## config.mk

```make
export PLATFORM = sky130hd
export DESIGN_NAME = lcd_frame_sequencer
export DESIGN_NICKNAME = d
export VERILOG_FILES = /design/src/rtl/lcd_frame_sequencer.sv
export SDC_FILE = /design/constraint.sdc
export NUM_CORES = 1
export LEC_CHECK = 0
export CAP_MARGIN = 20
export CORE_MARGIN = 2
export CORE_UTILIZATION = 60
export DETAILED_ROUTE_END_ITERATION = 12
export PLACE_DENSITY = 0.86
export SLEW_MARGIN = 20
export SYNTH_ARGS = -nofsm -noshare
export SYNTH_HDL_FRONTEND = slang
export SYNTH_SLANG_ARGS = --single-unit
```

## constraint.sdc

```tcl
create_clock -name clk -period 9.3 [get_ports clk]
set_input_delay 0.93 -clock clk [delete_from_list [all_inputs] [get_ports clk]]
set_output_delay 0.93 -clock clk [all_outputs]
set_load 0.05 [all_outputs]
```

## src/rtl/lcd_frame_sequencer.sv

```systemverilog
// HD44780 8-bit write-only sequencer: power-up wait, four-command init, then
// one MM:SS / fraction frame per (coalesced) refresh request.
module lcd_frame_sequencer #(
   parameter int POWERUP_CYC    = 750000,
   parameter int EN_HIGH_CYC    = 25,
   parameter int CHAR_WAIT_CYC  = 2500,
   parameter int CLEAR_WAIT_CYC = 100000
) (
   input  logic       clk,
   input  logic       rst_n,
   input  logic       update,
   input  logic [7:0] char1,
   input  logic [7:0] char2,
   input  logic [7:0] char3,
   input  logic [7:0] char4,
   input  logic [7:0] char5,
   input  logic [7:0] char6,
   input  logic [7:0] char7,
   output logic [7:0] lcd_data,
   output logic       lcd_rs,
   output logic       lcd_rw,
   output logic       lcd_en,
   output logic       busy,
   output logic       frame_done
);

   localparam int MAX_A = (POWERUP_CYC > CLEAR_WAIT_CYC) ? POWERUP_CYC : CLEAR_WAIT_CYC;
   localparam int MAX_B = (CHAR_WAIT_CYC > EN_HIGH_CYC) ? CHAR_WAIT_CYC : EN_HIGH_CYC;
   localparam int MAX_C = (MAX_A > MAX_B) ? MAX_A : MAX_B;
   localparam int CNT_W = $clog2(MAX_C + 1);

   localparam logic [CNT_W-1:0] PWR_LAST   = CNT_W'(POWERUP_CYC - 1);
   localparam logic [CNT_W-1:0] EN_LAST    = CNT_W'(EN_HIGH_CYC - 1);
   localparam logic [CNT_W-1:0] CHAR_LAST  = CNT_W'(CHAR_WAIT_CYC - 1);
   localparam logic [CNT_W-1:0] CLEAR_LAST = CNT_W'(CLEAR_WAIT_CYC - 1);

   typedef enum logic [1:0] {PWR_WAIT, INIT, IDLE, FRAME} top_t;
   typedef enum logic [1:0] {SETUP, PULSE, WAIT} phase_t;

   top_t             state_reg, state_next;
   phase_t           phase_reg, phase_next;
   logic [CNT_W-1:0] cnt_reg, cnt_next;
   logic [3:0]       idx_reg, idx_next;
   logic             pend_reg, pend_next;
   logic [7:0]       data_reg, data_next;
   logic             rs_reg, rs_next;
   logic             en_reg, en_next;
   logic             busy_reg, busy_next;
   logic             done_reg, done_next;
   logic             snap_load;
   logic             start_frame;
   logic             last_write;
   logic [CNT_W-1:0] wait_last;
   logic [3:0]       nxt_idx;
   logic [8:0]       next_word;

   logic [7:0] live [7];
   logic [7:0] snap_reg [7];

   assign live[0] = char1;
   assign live[1] = char2;
   assign live[2] = char3;
   assign live[3] = char4;
   assign live[4] = char5;
   assign live[5] = char6;
   assign live[6] = char7;

   generate
      for (genvar gi = 0; gi < 7; gi++) begin : g_snap
         always_ff @(posedge clk) begin
            if (!rst_n)
               snap_reg[gi] <= 8'h00;
            else if (snap_load)
               snap_reg[gi] <= live[gi];
         end
      end
   endgenerate

   // {rs, data} of the write following idx_reg in the current sequence
   always_comb begin
      nxt_idx   = idx_reg + 4'd1;
      next_word = 9'h000;
      if (state_reg == INIT) begin
         case (nxt_idx)
            4'd1:    next_word = 9'h00C;
            4'd2:    next_word = 9'h006;
            4'd3:    next_word = 9'h001;
            default: next_word = 9'h038;
         endcase
      end else begin
         case (nxt_idx)
            4'd1:    next_word = {1'b1, snap_reg[0]};
            4'd2:    next_word = {1'b1, snap_reg[1]};
            4'd3:    next_word = {1'b1, snap_reg[2]};
            4'd4:    next_word = {1'b1, snap_reg[3]};
            4'd5:    next_word = {1'b1, snap_reg[4]};
            4'd6:    next_word = 9'h0C0;
            4'd7:    next_word = {1'b1, snap_reg[5]};
            4'd8:    next_word = {1'b1, snap_reg[6]};
            default: next_word = 9'h080;
         endcase
      end
   end

   always_comb begin
      state_next  = state_reg;
      phase_next  = phase_reg;
      cnt_next    = cnt_reg;
      idx_next    = idx_reg;
      pend_next   = pend_reg;
      data_next   = data_reg;
      rs_next     = rs_reg;
      en_next     = en_reg;
      busy_next   = busy_reg;
      done_next   = 1'b0;
      snap_load   = 1'b0;
      start_frame = 1'b0;
      last_write  = (state_reg == INIT) ? (idx_reg == 4'd3) : (idx_reg == 4'd8);
      wait_last   = (state_reg == INIT && idx_reg == 4'd3) ? CLEAR_LAST : CHAR_LAST;

      case (state_reg)
         PWR_WAIT: begin
            pend_next = pend_reg | update;
            if (cnt_reg == PWR_LAST) begin
               state_next         = INIT;
               phase_next         = SETUP;
               cnt_next           = '0;
               idx_next           = 4'd0;
               {rs_next, data_next} = 9'h038;
            end else begin
               cnt_next = cnt_reg + 1'b1;
            end
         end
         IDLE: begin
            if (update || pend_reg)
               start_frame = 1'b1;
            else
               busy_next = 1'b0;
         end
         default: begin
            pend_next = pend_reg | update;
            case (phase_reg)
               SETUP: begin
                  phase_next = PULSE;
                  en_next    = 1'b1;
                  cnt_next   = '0;
               end
               PULSE: begin
                  if (cnt_reg == EN_LAST) begin
                     phase_next = WAIT;
                     en_next    = 1'b0;
                     cnt_next   = '0;
                  end else begin
                     cnt_next = cnt_reg + 1'b1;
                  end
               end
               default: begin
                  if (cnt_reg == wait_last) begin
                     cnt_next = '0;
                     if (!last_write) begin
                        idx_next             = idx_reg + 4'd1;
                        phase_next           = SETUP;
                        {rs_next, data_next} = next_word;
                     end else if (state_reg == INIT) begin
                        if (pend_reg || update) begin
                           start_frame = 1'b1;
                        end else begin
                           state_next = IDLE;
                           busy_next  = 1'b0;
                        end
                     end else begin
                        // A pending request keeps busy high through the
                        // frame_done cycle; IDLE then starts the next frame.
                        state_next = IDLE;
                        done_next  = 1'b1;
                        busy_next  = pend_reg | update;
                     end
                  end else begin
                     cnt_next = cnt_reg + 1'b1;
                  end
               end
            endcase
         end
      endcase

      if (start_frame) begin
         state_next           = FRAME;
         phase_next           = SETUP;
         cnt_next             = '0;
         idx_next             = 4'd0;
         {rs_next, data_next} = 9'h080;
         busy_next            = 1'b1;
         pend_next            = 1'b0;
         snap_load            = 1'b1;
      end
   end

   always_ff @(posedge clk) begin
      if (!rst_n) begin
         state_reg <= PWR_WAIT;
         phase_reg <= SETUP;
         cnt_reg   <= '0;
         idx_reg   <= 4'd0;
         pend_reg  <= 1'b0;
         data_reg  <= 8'h00;
         rs_reg    <= 1'b0;
         en_reg    <= 1'b0;
         busy_reg  <= 1'b1;
         done_reg  <= 1'b0;
      end else begin
         state_reg <= state_next;
         phase_reg <= phase_next;
         cnt_reg   <= cnt_next;
         idx_reg   <= idx_next;
         pend_reg  <= pend_next;
         data_reg  <= data_next;
         rs_reg    <= rs_next;
         en_reg    <= en_next;
         busy_reg  <= busy_next;
         done_reg  <= done_next;
      end
   end

   assign lcd_data   = data_reg;
   assign lcd_rs     = rs_reg;
   assign lcd_rw     = 1'b0;
   assign lcd_en     = en_reg;
   assign busy       = busy_reg;
   assign frame_done = done_reg;

endmodule

```

Word-level counts from Yosys, hierarchy flattened
Memories as Yosys holds them, arrays and structs flattened.
Index checks and enable logic that the tools add are counted.

storage, ports and cells
  RAM bits = 56
  register bits = 41
  output and inout port bits = 13
  memories = 1

memories
  name      words  bits a word  read ports  clocked after memory_dff  wr ports  RTL line  RTL
  snap_reg  7      8            7           0                         7         58        logic [7:0] snap_reg [7];

cells by class
  bitwise operators = 14
  $add $sub $neg = 2
  reduce and logical (&&, ||, !) cells = 21
  muxes and demuxes = 67
  equality and inequality tests = 28

operator list
  operator                                                          count
  8-bit 2-to-1 mux                                                  12
  20-bit one-hot mux with 2 select lines                            2
  9-bit one-hot mux with 8 select lines                             1
  20-bit 2-to-1 mux                                                 3
  1-bit 2-to-1 mux                                                  22
  2-bit 2-to-1 mux                                                  11
  20-bit by 1-bit adder with 20-bit output, second input constant   1
  20-bit by 17-bit == test with 1-bit output                        1
  20-bit == test, second input constant                             1
  20-bit by 5-bit == test with 1-bit output, second input constant  1
  6-bit one-hot mux with 3 select lines                             1
  17-bit 2-to-1 mux                                                 1
  4-bit by 3-bit == test with 1-bit output, second input constant   4
  4-bit 2-to-1 mux                                                  4
  8-bit one-hot mux with 2 select lines                             1
  5-bit AND reduction                                               3
  4-bit by 2-bit == test with 1-bit output, second input constant   3
  2-bit one-hot mux with 2 select lines                             3
  9-bit 2-to-1 mux                                                  1
  4-bit == test, second input constant                              2
  1-bit bitwise OR                                                  8
  1-bit one-hot mux with 2 select lines                             4
  4-bit one-hot mux with 2 select lines                             1
  2-bit nonzero test                                                4
  22 further kinds                                                  37

Logic depth before layout (Yosys ltp)
Gate-level depths: netlist (run 1).

  word-level depth = 12
  depth in mapped cells = 10
  gate-level depth less buffers = 8

Least setup slack after synthesis (run 1)
OpenSTA, ideal clock, no wires.

  kind = reg2reg
  start point = register idx_reg[0]
  end point = memory snap_reg[0][0], enable pin
  arrival time = 3.789 ns
  buffers on the path = 2
  cell stages (with the launch flop) = 9
  setup time = 0.442 ns
  data required time = 8.858 ns
  setup slack = 5.068 ns
  cells stage by stage = dfxtp_1 > ha_1 > buf_2 > nor3b_2 > nor2b_1 > mux2i_1 > a31oi_1 > inv_1 > clkbuf_1

RTL lines
  what                    RTL line  RTL
  start, declared         43        logic [3:0] idx_reg, idx_next;
  start signal, assigned  214       idx_reg <= idx_next;
  end, declared           58

==> results of run 1 <==
area by class of cell:
class	instances	area (µm²)
clock buffers	9	124
clock inverters	7	81.3
flip-flops and latches	97	2500
multi-input cells	409	2590
well taps	108	135
repair buffers	78	761
fillers	648	2420
inverters	15	56.3
path summary, 6_finish.rpt:
kind / depth (start not counted) / from / to / slack [ns]
worst max-delay path: 8 / idx_reg[1]$_SDFFE_PP0P_ / snap_reg[2][3]$_SDFFCE_PN0P_ / 5.22
worst min register to register: 2 / lcd_rs$_SDFFE_PP0P_ / lcd_rs$_SDFFE_PP0P_ / 0.48
worst min-delay path: 2 / lcd_rs$_SDFFE_PP0P_ / lcd_rs$_SDFFE_PP0P_ / 0.48
worst max register to register: 8 / idx_reg[1]$_SDFFE_PP0P_ / snap_reg[2][3]$_SDFFCE_PN0P_ / 5.22
report_power, final:
group          switching (mW)  internal [mW]  total, mW
clock network           0.161          0.129      0.290
registers             0.00932          0.466      0.476
logic                  0.0187         0.0284     0.0471
total                   0.189          0.624      0.813
routing by layer:
layer,wire length (µm),global-route usage,up-vias
li1,-,-,2161
met1,5490,0.369,2199
met2,6550,0.451,250
met3,973,0.0523,42
met4,432,0.115,0
met5,0,0,-
critical path: cells and delay by family (launching register included):
family                     cells  cell delay, ns
muxes                          1            0.37
DFF                            1            0.50
adders and majority gates      1            0.22
and+or+nand+nor                2            0.86
AOI/OAI and AO/OA              1            0.33
buffers and inverters          3            1.40
metrics by stage:
stage	hold slack, ns	std cells
2_1_floorplan	0.457	563
3_3_place_gp	0.452	707
3_5_place_dp	0.462	707
4_1_cts	0.479	723
5_1_grt	0.509	723
6_report	0.478	723
cells in the final DEF (no fill, tap or decap), types with 7 or more instances in the layout:
cell type / instances
nor3_1: 11
nand3_1: 31
dfxtp_1: 41
a21oi_1: 17
nand4_1: 7
a31oi_1: 18
o21ai_0: 15
nand2_1: 36
buf_4: 8
edfxtp_1: 56
clkdlybuf4s50_1: 70
o211ai_1: 10
ha_1: 7
clkbuf_8: 9
and2_1: 59
nor2_1: 51
a22oi_1: 11
mux2i_1: 7
xor2_1: 8
inv_1: 14
xnor2_1: 12
kinds of logic after synthesis:
logic type,count (synthesis)
AOI/OAI and AO/OA,125
xor gates and xnor gates,20
muxes,7
other,1
and+or+nand+nor,249
buffers and inverters,57
adders and majority gates,7
DFF,97
==> results.cfg, run 1 <==
[cells_and_area]
largest_reg_flops = 56
num-nets-final = 676
diodes = 0
final_util = 0.721
area_growth_pct = 17.5
fin_area_mm2 = 0.00625
drive_gt1_frac = 0.0553

[clock_network]
root_buffer = clkbuf_8
clockBufferDepth = 2
cts_buffers = 9
clk_latency_ns = 0.37
holdBufCountCts = 0
path_clk_slew_ns = 0.11
cts_setup_buffers = 0
clock_sinks = 97
htreeDepth = 3
postCtsResizedCells = 0
cts_tree = done

[timing]
tns_ns = 0
final-max-slew-violation-count = 0
slew_headroom = 0.359
rsz0062_at_grt = no
min_period_ns = 4.08
hold_violations = 0
tightest_slew_ns = 0.953
fin_crit_sh = 0.438
setup_viol = 0
skew_ns = 0.0180
timing.final.ws_setup_ns = 5.22
clock.fmax_mhz = 245

[worst_setup_path]
critical_path.max_stage_delay_ns = 0.59
cp.arrival_ns = 4.08
critPathSlowestCell = buf_4
cp-start-kind = flip-flop
cp-end-kind = flip-flop
worstSetupPathType = reg2reg
worstPathRequired_ns = 9.30
crit_chain = ha_1, buf_4, nor3b_2, nor2b_1, mux2i_1, a31oi_1, inv_2, buf_4
cp_common_cell = buf_4
cp_max_fo = 50

[job]
drv_cap = 0

[detailed_routing]
first_iter_violations = 398
vias = 4652
firstDrtPassIters = 5
wl_per_cell_um = 18.6
route.detailed.drc = 0
viasPerCell = 6.43
antenna_left = 0
drt-total-wl_um = 13400

[die]
ios = 72
placementRows = 34
die_area_mm2 = 0.00964
core_area_mm2 = 0.00868
initial_core_util = 0.613
die_w_um = 98.2
die_h_um = 98.2

[global_routing]
track_usage = 0.278
grt_pass1_wl_um = 21500
antenna_found_initial = 0
grt_pass1_vias = 4372
grt_max_degree = 57
grt-ovfl-total = 0

[synthesis]
yosysTopAreaCell = edfxtp_1
synth_top_family_by_area = simple AND/OR/NAND/NOR gates
synthArstFlopShare = 0
synthesis.nets = 629
synthTopCellsByArea = edfxtp_1 (32%), dfxtp_1 (15%), and2_1 (6.9%)
yosysMostFrequentCell = and2_1
ys.flop_type = edfxtp_1
synthCells = 563
synth_top_area_share = 0.316
synth_edf_count = 56
synth_compound_area_frac = 0.167
ys_types = 70
synth.area.mux_share = 0.0132
synthSimpleGateAreaFrac = 0.257
synth_commonest_cells = and2_1 (59), edfxtp_1 (56), nor2_1 (51)
synth_area_per_cell_um2 = 9.45
synth_adder_area_share = 0.0165
ys_ff_latch = 97
synth.cell_area_mm2 = 0.00532
seq_area_frac_synth = 0.470
yosys_warnings = 0
synthXorXnorAreaFrac = 0.0329

[place]
hpwl_um = 9330
pre_cts_slack_ns = 5.35
gp_congestion = 0.918
place_area_mm2 = 0.00605
portBuffers = 70

[outcome]
status = complete, no violations

[power]
power_uw = 813
ir_worst_vdd_mv = 0.0857
powerDensity_mw_per_mm2 = 130
p_leak_nw = 2.16

[min_path]
hp-class = reg2reg
No activity file was read; power rests on OpenSTA's default activity.
==> inputs of run 2 (changes only) <==
--- a/config.mk
+++ b/config.mk
@@ -7,9 +7,9 @@
 export LEC_CHECK = 0
 export CAP_MARGIN = 20
 export CORE_MARGIN = 2
-export CORE_UTILIZATION = 60
+export CORE_UTILIZATION = 55
 export DETAILED_ROUTE_END_ITERATION = 12
-export PLACE_DENSITY = 0.86
+export PLACE_DENSITY = 0.8
 export SLEW_MARGIN = 20
 export SYNTH_ARGS = -nofsm -noshare
 export SYNTH_HDL_FRONTEND = slang
==> constraint.sdc (replaced) <==
create_clock -name clk -period 3.88 [get_ports clk]
set_input_delay 0.388 -clock clk [delete_from_list [all_inputs] [get_ports clk]]
set_output_delay 0.388 -clock clk [all_outputs]
set_load 0.05 [all_outputs]
==> results.cfg, run 2 (synthesized netlist as in run 1, its figures left out) <==
[outcome]
status = complete, no violations

[min_path]
hp-class = reg2reg

[die]
initial_core_util = 0.570
placementRows = 35
die_area_mm2 = 0.0105
core_area_mm2 = 0.00933
die_w_um = 102
die_h_um = 102
ios = 72

[detailed_routing]
firstDrtPassIters = 5
first_iter_violations = 319
viasPerCell = 6.07
route.detailed.drc = 0
wl_per_cell_um = 17.4
vias = 4538
drt-total-wl_um = 13000
antenna_left = 0

[power]
p_leak_nw = 2.18
powerDensity_mw_per_mm2 = 310
ir_worst_vdd_mv = 0.160

[cells_and_area]
layout_common_cells = clkdlybuf4s50_1 (70), and2_1 (59), edfxtp_1 (56)
layout.cells.non_filler = 748
diodes = 0
mostFrequentLayoutCell = clkdlybuf4s50_1
largest_reg_flops = 56
drive_gt1_frac = 0.0565
num-nets-final = 680
area_growth_pct = 18.9

[timing]
clock.fmax_mhz = 333
hold_violations = 0
fin_crit_sh = 0.774
rsz0062_at_grt = no
setup_viol = 0
tightest_slew_ns = 0.835
tns_ns = 0
hold_slack_ns = 0.483
min_period_ns = 3.00
final-max-slew-violation-count = 0
skew_ns = 0.0109
slew_headroom = 0.442

[worst_setup_path]
reg2regPathDepth = 9
cp.arrival_ns = 3.05
reg2reg_slack_ns = 0.88
startpoint = idx_reg[0]$_SDFFE_PP0P_
cp-start-kind = flip-flop
r2r_end = snap_reg[5][1]$_SDFFCE_PN0P_
worstSetupPathType = reg2reg
worstPathRequired_ns = 3.93
cp_max_fo = 49
cp-end-kind = flip-flop
cp-endpoint = snap_reg[5][1]$_SDFFCE_PN0P_
reg2reg_from = idx_reg[0]$_SDFFE_PP0P_

[global_routing]
grt_pass1_vias = 4424
grt_pass1_wl_um = 21100
grt-ovfl-total = 0
grt_max_degree = 57
track_usage = 0.261
antenna_found_initial = 0

[clock_network]
cts_setup_buffers = 0
clock_sinks = 97
path_clk_slew_ns = 0.09
clockBufferDepth = 2
postCtsResizedCells = 0
htreeDepth = 3
holdBufCountCts = 0
root_buffer = clkbuf_8
cts_buffers = 9
clk_latency_ns = 0.36
cts_tree = done

[place]
gp_congestion = 0.918
portBuffers = 70
dp.cells = 732
hpwl_um = 9270

[job]
drv_cap = 0
run 2: critical path, stage by stage (launching register included):
cell and delay [ns]:
dfxtp_1 0.48, ha_1 0.21, buf_4 0.35, nor4bb_1 0.26, a31oi_1 0.11, nor3_1 0.25, a31oi_1 0.12, buf_4 0.18
inv_2 0.36, buf_12 0.31
run 2: where the power goes:
group	internal [mW]	leakage, nW	switching, mW
Clock	0.359	0.0976	0.347
Combinational	0.0700	1.22	0.0439
Sequential	1.12	0.862	0.0210
Total	1.55	2.18	0.412
run 2: worst min path at each step:
stage | start | end | slack (ns) | depth (start not counted)
after CTS | lcd_data[6]$_SDFFE_PP0P_ | lcd_data[6]$_SDFFE_PP0P_ | 0.48 | 2
after global placement | lcd_data[6]$_SDFFE_PP0P_ | lcd_data[6]$_SDFFE_PP0P_ | 0.46 | 2
after global routing | cnt_reg[0]$_SDFFE_PP0N_ | cnt_reg[0]$_SDFFE_PP0N_ | 0.51 | 2
final | lcd_data[6]$_SDFFE_PP0P_ | lcd_data[6]$_SDFFE_PP0P_ | 0.48 | 2
after floorplan | cnt_reg[1]$_SDFFE_PP0N_ | cnt_reg[1]$_SDFFE_PP0N_ | 0.46 | 2
after detailed placement | lcd_data[6]$_SDFFE_PP0P_ | lcd_data[6]$_SDFFE_PP0P_ | 0.47 | 2
run 2: cell type report:
cell class / count / area, µm²
fillers: 781 / 3000
multi-input cells: 409 / 2590
flip-flops and latches: 97 / 2500
repair buffers: 82 / 803
well taps: 129 / 161
clock buffers: 10 / 128
clock inverters: 6 / 82.6
inverters: 15 / 56.3
run 2: through the flow:
step	area (µm²)	power (mW)	setup slack, ns	utilization
final	6330	1.96	0.875	0.678
after global routing	6330	2.02	0.549	0.678
after CTS	6330	1.97	0.916	0.678
after detailed placement	6120	1.28	0.932	0.656
after global placement	6120	1.27	1.03	0.656
after floorplan	5320	1.19	0.567	-
run 2: layer usage:
| layer | GRT usage | share of wire | vias up |
|---|---|---|---|
| met5 | 0 | 0 | - |
| met4 | 0.117 | 0.028 | 0 |
| met3 | 0.0581 | 0.067 | 32 |
| met2 | 0.442 | 0.50 | 221 |
| met1 | 0.320 | 0.41 | 2116 |
| li1 | - | - | 2169 |
==> inputs of run 3 (changes only) <==
==> constraint.sdc (replaced) <==
create_clock -name clk -period 2.9 [get_ports clk]
set_input_delay 0.29 -clock clk [delete_from_list [all_inputs] [get_ports clk]]
set_output_delay 0.29 -clock clk [all_outputs]
set_load 0.05 [all_outputs]
==> results.cfg, run 3 (synthesized netlist as in run 1, its figures left out) <==
[outcome]
status = complete, no violations

[worst_setup_path]
cp.arrival_ns = 2.95
critPathTopFamily = simple AND/OR/NAND/NOR gates
critPathSlowestCell = or4b_4
startpoint = cnt_reg[3]$_SDFFE_PP0N_
reg2reg_from = cnt_reg[3]$_SDFFE_PP0N_
critical_path.max_stage_delay_ns = 0.57
reg2regPathDepth = 6
cp-endpoint = lcd_data[4]$_SDFFE_PP0P_
worstSetupPathType = reg2reg
cp-end-kind = flip-flop
path_buf_inv = 0
cp_num_cells = 6
crit_chain = or3b_1, or4b_1, mux2i_1, or4b_4, a211o_1, o221a_1
r2r_end = lcd_data[4]$_SDFFE_PP0P_
worstPathRequired_ns = 3.16
reg2reg_slack_ns = 0.21
cp_max_fo = 10
cp-start-kind = flip-flop

[global_routing]
antenna_found_initial = 0
grt-ovfl-total = 0
track_usage = 0.268
grt_pass1_wl_um = 21600
grt_max_degree = 57
grt_pass1_vias = 4347

[timing]
timing.final.ws_setup_ns = 0.210
tns_ns = 0
fin_crit_sh = 0.928
rsz0062_at_grt = no
tightest_slew_ns = 0.609
slew_headroom = 0.589
clock.fmax_mhz = 372
hold_violations = 0
min_period_ns = 2.69
final-max-slew-violation-count = 0
setup_viol = 0
skew_ns = 0.0104

[clock_network]
cts_tree = done
htreeDepth = 3
holdBufCountCts = 0
path_clk_slew_ns = 0.10
clock_sinks = 97
clk_latency_ns = 0.37
clockBufferDepth = 2
root_buffer = clkbuf_8
cts_buffers = 9

[cells_and_area]
largest_reg_flops = 56
fill_cells = 753
layout_common_cells = clkdlybuf4s50_1 (70), and2_1 (59), edfxtp_1 (56)
mostFrequentLayoutCell = clkdlybuf4s50_1
drive_gt1_frac = 0.0821
diodes = 0
area_growth_pct = 21.0
num-nets-final = 694
multi_input_area_mm2 = 0.00260
seq_area_mm2 = 0.00250

[power]
power_mw = 2.58
p_leak_nw = 2.26
ir_worst_vdd_mv = 0.324
powerDensity_mw_per_mm2 = 401
p_seq_frac = 0.590
pwr-share-comb = 0.060
clockPowerShare = 0.351
switchingPower_uw = 586
switching_share = 0.227
internal_power_mw = 2.00

[die]
core_area_mm2 = 0.00933
die_h_um = 102
die_w_um = 102
die_area_mm2 = 0.0105
placementRows = 35
ios = 72
initial_core_util = 0.570

[job]
drv_cap = 0

[min_path]
hp-class = reg2reg
min_from = lcd_rs$_SDFFE_PP0P_

[place]
hpwl_um = 9900
portBuffers = 70
pre_cts_slack_ns = 0.0982
gp_congestion = 0.919

[detailed_routing]
drt-total-wl_um = 13600
firstDrtPassIters = 5
first_iter_violations = 314
route.detailed.drc = 0
wl_per_cell_um = 17.8
antenna_left = 0
viasPerCell = 5.99
vias = 4561
run 3: cell count changes in the layout (fill, tap and decap cells not counted), sizes merged:
cell / before / now
bufinv: 2 / 1
clkinvlp: 2 / 0
clkbuf: 10 / 9
clkinv: 2 / 3
buf: 12 / 26
inv: 15 / 18
run 3: tightest hold or removal path, delay by kind of cell (launching register included):
family	cells	cell delay, ns
AOI/OAI and AO/OA	1	0.06
DFF	1	0.32
and+or+nand+nor	1	0.06
run 3: worst min path at each step:
stage | slack [ns] | end | cells past startpoint
5_1_grt | 0.51 | lcd_data[6]$_SDFFE_PP0P_ | 2
6_report | 0.48 | lcd_rs$_SDFFE_PP0P_ | 2
3_5_place_dp | 0.47 | lcd_rs$_SDFFE_PP0P_ | 2
4_1_cts | 0.48 | lcd_rs$_SDFFE_PP0P_ | 2
3_3_place_gp | 0.46 | lcd_data[6]$_SDFFE_PP0P_ | 2
2_1_floorplan | 0.37 | busy$_SDFFE_PP1P_ | 1
run 3: power by group through the flow:
stage / logic, mW / clock network, mW / registers, mW
4_1_cts: 0.155 / 0.927 / 1.52
6_report: 0.154 / 0.906 / 1.52
3_3_place_gp: 0.151 / 0 / 1.55
2_1_floorplan: 0.0569 / 0 / 1.54
5_1_grt: 0.168 / 0.983 / 1.53
3_5_place_dp: 0.154 / 0 / 1.55
run 3: area by class of cell:
class,instances,area share
Clock buffer,9,0.0192
Clock inverter,7,0.0119
Inverter,15,0.00874
Multi-Input combinational cell,409,0.404
Sequential cell,97,0.389
Tap cell,129,0.0251
Timing Repair Buffer,96,0.143
run 3: metrics by stage:
step                      area [µm²]  hold slack, ns  instances  utilization
after floorplan                 5330           0.366        563            -
after global placement          6240           0.462        746        0.669
after detailed placement        6240           0.469        746        0.669
after CTS                       6440           0.483        762        0.690
after global routing            6440           0.509        762        0.690
final                           6440           0.482        762        0.690
run 3: layer usage:
layer	track usage	wire, µm	part of all wire	up-vias
met5	0	0	0	-
li1	-	-	-	2198
met2	0.448	6470	0.48	210
met4	0.0974	361	0.027	0
met3	0.0520	897	0.066	31
met1	0.348	5830	0.43	2122
run 3: repair_timing:
action                     in CTS  in global routing
setup endpoints to repair       0                  3
hold endpoints to repair        0                  0
gates resized for setup         0                  1
buffers inserted                0                  0
